==> src/rtl/crc24_append.sv <==
// crc24_append
//   Bit-serial BLE CRC-24 generator placed ahead of the whitening stage.
//   PDU bits are forwarded with one clock of latency while the LFSR absorbs
//   them. After the last PDU bit the 24 CRC bits follow, MSB (LFSR position
//   23) first, one every BIT_PERIOD_CLK clocks; the final CRC bit carries the
//   last strobe.
//
// Ports
//   clk, rst                  clock, asynchronous active-high reset
//   crc_state_init_bit[23:0]  CRC init value (bit 0 -> LFSR position 0)
//   crc_state_init_bit_load   strobe: latch init value
//   data_in / data_in_valid / data_in_valid_last   PDU bit stream
//   data_out / data_out_valid / data_out_valid_last  PDU + CRC bit stream
//   busy                      high while CRC bits are being emitted
//
// state     | meaning
// ----------+-----------------------------------------------------------
// ST_IDLE   | pass PDU bits through, LFSR steps on each valid bit
// ST_CRC_OUT| shift the 24 CRC bits out, input strobes dropped
module crc24_append #(
  parameter int unsigned BIT_PERIOD_CLK         = 16,
  parameter logic [23:0] CRC_STATE_INIT_DEFAULT = 24'h555555
) (
  input  logic        clk,
  input  logic        rst,
  input  logic [23:0] crc_state_init_bit,
  input  logic        crc_state_init_bit_load,
  input  logic        data_in,
  input  logic        data_in_valid,
  input  logic        data_in_valid_last,
  output logic        data_out,
  output logic        data_out_valid,
  output logic        data_out_valid_last,
  output logic        busy
);

  typedef enum logic {ST_IDLE, ST_CRC_OUT} state_t;

  // Feedback taps x^10+x^9+x^6+x^4+x^3+x+1 (x^24 is the shift-out term).
  localparam logic [23:0] POLY_TAPS = 24'h00065B;
  localparam logic [7:0]  PACE_TC   = 8'(BIT_PERIOD_CLK - 1);

  state_t      state, state_nxt;
  logic [23:0] init_reg, init_nxt;
  logic [23:0] lfsr, lfsr_nxt;
  logic [4:0]  bit_cnt, bit_cnt_nxt;
  logic [7:0]  pace_cnt, pace_cnt_nxt;
  logic        dout_nxt, dv_nxt, dvl_nxt, busy_nxt;

  function automatic logic [23:0] lfsr_step(input logic [23:0] s, input logic din);
    logic fb;
    fb = din ^ s[23];
    return {s[22:0], 1'b0} ^ (fb ? POLY_TAPS : 24'h0);
  endfunction

  always_comb begin
    state_nxt    = state;
    // A load is always captured by the init register; whether the LFSR
    // follows immediately depends on the state.
    init_nxt     = crc_state_init_bit_load ? crc_state_init_bit : init_reg;
    lfsr_nxt     = lfsr;
    bit_cnt_nxt  = bit_cnt;
    pace_cnt_nxt = pace_cnt;
    dout_nxt     = 1'b0;
    dv_nxt       = 1'b0;
    dvl_nxt      = 1'b0;

    case (state)
      ST_IDLE: begin
        if (crc_state_init_bit_load) begin
          lfsr_nxt = crc_state_init_bit;
        end
        if (data_in_valid) begin
          dout_nxt = data_in;
          dv_nxt   = 1'b1;
          // A coincident load wins: the bit is forwarded but not hashed.
          if (!crc_state_init_bit_load) begin
            lfsr_nxt = lfsr_step(lfsr, data_in);
          end
          if (data_in_valid_last) begin
            state_nxt    = ST_CRC_OUT;
            bit_cnt_nxt  = 5'd0;
            pace_cnt_nxt = 8'd0;
          end
        end
      end

      ST_CRC_OUT: begin
        if (pace_cnt == PACE_TC) begin
          pace_cnt_nxt = 8'd0;
          dout_nxt     = lfsr[23];
          dv_nxt       = 1'b1;
          lfsr_nxt     = {lfsr[22:0], 1'b0};
          bit_cnt_nxt  = bit_cnt + 5'd1;
          if (bit_cnt == 5'd23) begin
            dvl_nxt   = 1'b1;
            // Uses init_nxt so a load landing on this very edge still counts.
            lfsr_nxt  = init_nxt;
            state_nxt = ST_IDLE;
          end
        end else begin
          pace_cnt_nxt = pace_cnt + 8'd1;
        end
      end

      default: state_nxt = ST_IDLE;
    endcase

    // Stays high through the cycle carrying the last CRC bit, drops one edge later.
    busy_nxt = (state == ST_CRC_OUT) || (state_nxt == ST_CRC_OUT);
  end

  always_ff @(posedge clk or posedge rst) begin
    if (rst) begin
      state               <= ST_IDLE;
      init_reg            <= CRC_STATE_INIT_DEFAULT;
      lfsr                <= CRC_STATE_INIT_DEFAULT;
      bit_cnt             <= 5'd0;
      pace_cnt            <= 8'd0;
      data_out            <= 1'b0;
      data_out_valid      <= 1'b0;
      data_out_valid_last <= 1'b0;
      busy                <= 1'b0;
    end else begin
      state               <= state_nxt;
      init_reg            <= init_nxt;
      lfsr                <= lfsr_nxt;
      bit_cnt             <= bit_cnt_nxt;
      pace_cnt            <= pace_cnt_nxt;
      data_out            <= dout_nxt;
      data_out_valid      <= dv_nxt;
      data_out_valid_last <= dvl_nxt;
      busy                <= busy_nxt;
    end
  end

endmodule

==> config.mk <==
export PLATFORM = sky130hd
export DESIGN_NAME = crc24_append
export DESIGN_NICKNAME = d
export VERILOG_FILES = /design/src/rtl/crc24_append.sv
export SDC_FILE = /design/constraint.sdc
export NUM_CORES = 1
export LEC_CHECK = 0
export CAP_MARGIN = 40
export CORE_AREA = 2 2 83 85
export DETAILED_ROUTE_END_ITERATION = 8
export DIE_AREA = 0 0 85 87
export PLACE_DENSITY = 0.72
export SYNTH_ARGS = -nofsm -noshare
export SYNTH_HDL_FRONTEND = slang
export SYNTH_SLANG_ARGS = --single-unit
==> constraint.sdc <==
create_clock -name clk -period 2.2 [get_ports clk]
set_input_delay 0.22 -clock clk [delete_from_list [all_inputs] [get_ports clk]]
set_output_delay 0.22 -clock clk [all_outputs]
set_load 0.03 [all_outputs]
==> results.sh <==
export IMPL_ant_nets=0
export IMPL_relSlewSlack_pct=53.1
export IMPL_rows=30
export IMPL_cts_max_level=3
export IMPL_synth_edf_count=0
export IMPL_ys_flop_type="dfrtp_1"
export IMPL_wl_met2_mm=3.67
export IMPL_cp_end_kind="register"
export IMPL_hold_violations=0
export IMPL_drv_slew=0
export IMPL_dpl_cell_count=449
export IMPL_final_instance_count_excl_fill=465
export IMPL_cp_num_buf_inv=0
export IMPL_max_vdd_ir_drop_mv=0.620
export IMPL_cpMostUsedCell="and3_1"
export IMPL_ys_types=41
export IMPL_vias_per_cell=5.74
export IMPL_drc=0
export IMPL_diodes=0
export IMPL_setup_slack_ns=0.394
export IMPL_skew_ns=0.0113
export IMPL_power_total_mw=4.20
export IMPL_synth_largest_area_cell="dfrtp_1"
export IMPL_synth_top_family_by_area="compound AO/OA/AOI/OAI gates"
export IMPL_dp_slack_ns=0.316
export IMPL_yosysTopAreaCellShare_pct=30.3
export IMPL_ys_warn_count=0
export IMPL_min_period_over_period_pct=82.1
export IMPL_cts_tree="built"
export IMPL_place_congestion=0.831
export IMPL_worst_slew_pin_slew_ns=0.704
export IMPL_antenna_found_initial=0
export IMPL_post_cts_setup_buffers=0
export IMPL_vias=2668
export IMPL_dr_wl_met3_um=362
export IMPL_cp_arrival_ns=2.07
export IMPL_cts_buffers=9
export IMPL_synth_fa_ha_area_share_pct=0.722
export IMPL_cts_resized=0
export IMPL_setup_violations=0
export IMPL_cp_required_ns=2.46
export IMPL_wl_per_cell_um=16.8
export IMPL_core_area_um2=6570
export IMPL_synth_common_cells="62 x o21ai_0, 42 x dfrtp_1, 38 x mux2i_1"
export IMPL_cts_root_buf="clkbuf_8"
export IMPL_grt_max_degree=28
export IMPL_clockBufferDepth=2
export IMPL_drt_pass1_iterations=4
export IMPL_synthMuxAreaShare_pct=14.2
export IMPL_die_area_um2=7400
export IMPL_drive_above_1_share_pct=18.2
export IMPL_outcome="complete, no violations"
export IMPL_max_cap_violations=0
export IMPL_die_h_um=87
export IMPL_ctsHoldBuffers=0
export IMPL_final_nets=412
export IMPL_clkTransAtPathRegs_ns=0.07
export IMPL_cp_max_fo=9
export IMPL_hold_ws_ns=0.207
export IMPL_start_kind="register"
export IMPL_finalSetupTns_ns=0
export IMPL_post_synth_top_count_cell="o21ai_0"
export IMPL_ys_seq_elements=66
export IMPL_hold_class="input port to asynchronous set/reset pin"
export IMPL_r2r_setup_slack_ns=0.39
export IMPL_post_route_min_period_ns=1.81
export IMPL_top_layer_used="met4"
export IMPL_hpwl_mm=5.33
export IMPL_drt_wl_total_mm=7.82
export IMPL_largest_reg_flops=24
export IMPL_syn2layout_area_growth_pct=19.2
export IMPL_grt_pass1_wl_mm=13.6
export IMPL_cts_sinks=66
export IMPL_wl_met1_mm=3.64
export IMPL_io_pins=34
export IMPL_track_usage_pct=23.3
export IMPL_syn_instance_count=343
export IMPL_slowest_stage="dfrtp_1"
export IMPL_synthXorXnorAreaFrac_pct=2.74
export IMPL_synth_nets=375
export IMPL_leakage_nw=1.72
export IMPL_syn_area_um2=3470
export IMPL_clk_latency_ns=0.34
export IMPL_gr_total_overflow=0
export IMPL_crit_chain="ha_1 > and3_1 > and3_1 > and2_4 > a221o_1"
export IMPL_synth_seq_area_share_pct=48.5
export IMPL_grt_setup_unrepaired="no"
export IMPL_drt_iter0_drc=111
export IMPL_initial_core_util_pct=52.8
export IMPL_synth_compound_area_share_pct=19.8
export IMPL_portBuffers=33
export IMPL_ys_top_cells_by_area="dfrtp_1 30%, dfstp_2 18%, mux2i_1 11%"
export IMPL_worst_setup_path_type="register to register"
export IMPL_syn_area_per_cell_um2=10.1
export IMPL_powerDensity_nw_per_um2=1020
export IMPL_path_delay_family="simple AND/OR/NAND/NOR gates"
export IMPL_grt_pass1_vias=2784
export IMPL_chipWidth_um=85
export IMPL_synthArstFlopShare_pct=100
export IMPL_max_stage_delay_ns=0.42
export IMPL_synth_simple_area_share_pct=8.59
export IMPL_fmax_mhz=554
==> stage by stage <==
stage,cell area [µm²],utilization (%)
4_1_cts,4130,62.9
6_report,4130,62.9
2_1_floorplan,3470,-
5_1_grt,4130,62.9
3_3_place_gp,3920,59.7
3_5_place_dp,3920,59.7
==> layer usage <==
metal  vias up  GRT usage, %
met5         -             0
met1      1295          31.9
met2        55          36.0
met4         0          10.4
met3        14          4.64
li1       1304             -
==> kinds of logic (layout without fill, tap and decap cells) <==
logic type	count (synthesis)	count (layout)
buf+inv	44	86
xor+xnor	10	10
flops	66	66
simple gates	61	61
fa+ha+maj	2	2
compound gates	112	112
mux	48	48
==> power breakdown <==
group	switching, mW	internal [mW]	total (mW)
Clock	0.451	0.616	1.07
Combinational	0.526	0.594	1.12
Sequential	0.377	1.63	2.01
==> cell type report <==
cell class | count | area (µm²)
clock inverters | 2 | 35.0
flip-flops and latches | 66 | 1680
fillers | 547 | 2440
clock buffers | 14 | 173
multi-input cells | 233 | 1600
repair buffers | 48 | 463
inverters | 22 | 82.6
well taps | 80 | 100
==> worst paths after layout <==
check | from | endpoint | cells past startpoint
hold / removal | rst | pace_cnt[2]$_DFFE_PP0P_ | 2
setup reg to reg | pace_cnt[0]$_DFFE_PP0P_ | lfsr[0]$_DFFE_PP1P_ | 5
max in group asynchronous | rst | init_reg[20]$_DFF_PP1_ | 3
hold reg to reg | init_reg[22]$_DFF_PP1_ | init_reg[22]$_DFF_PP1_ | 2
setup / recovery | pace_cnt[0]$_DFFE_PP0P_ | lfsr[0]$_DFFE_PP1P_ | 5
min in group clk | crc_state_init_bit_load | init_reg[22]$_DFF_PP1_ | 3
==> layout by cell type (no fill, tap or decap), types with 10 or more instances in the layout <==
| master | instances |
|---|---|
| o21ai_0 | 62 |
| dfrtp_1 | 42 |
| mux2i_1 | 38 |
| clkdlybuf4s50_1 | 32 |
| nand2_1 | 31 |
| dfstp_2 | 24 |
| inv_1 | 19 |
| a22oi_1 | 16 |
| buf_4 | 13 |
| clkbuf_8 | 12 |
| mux2_2 | 10 |
(Power assumes the default switching activity.)
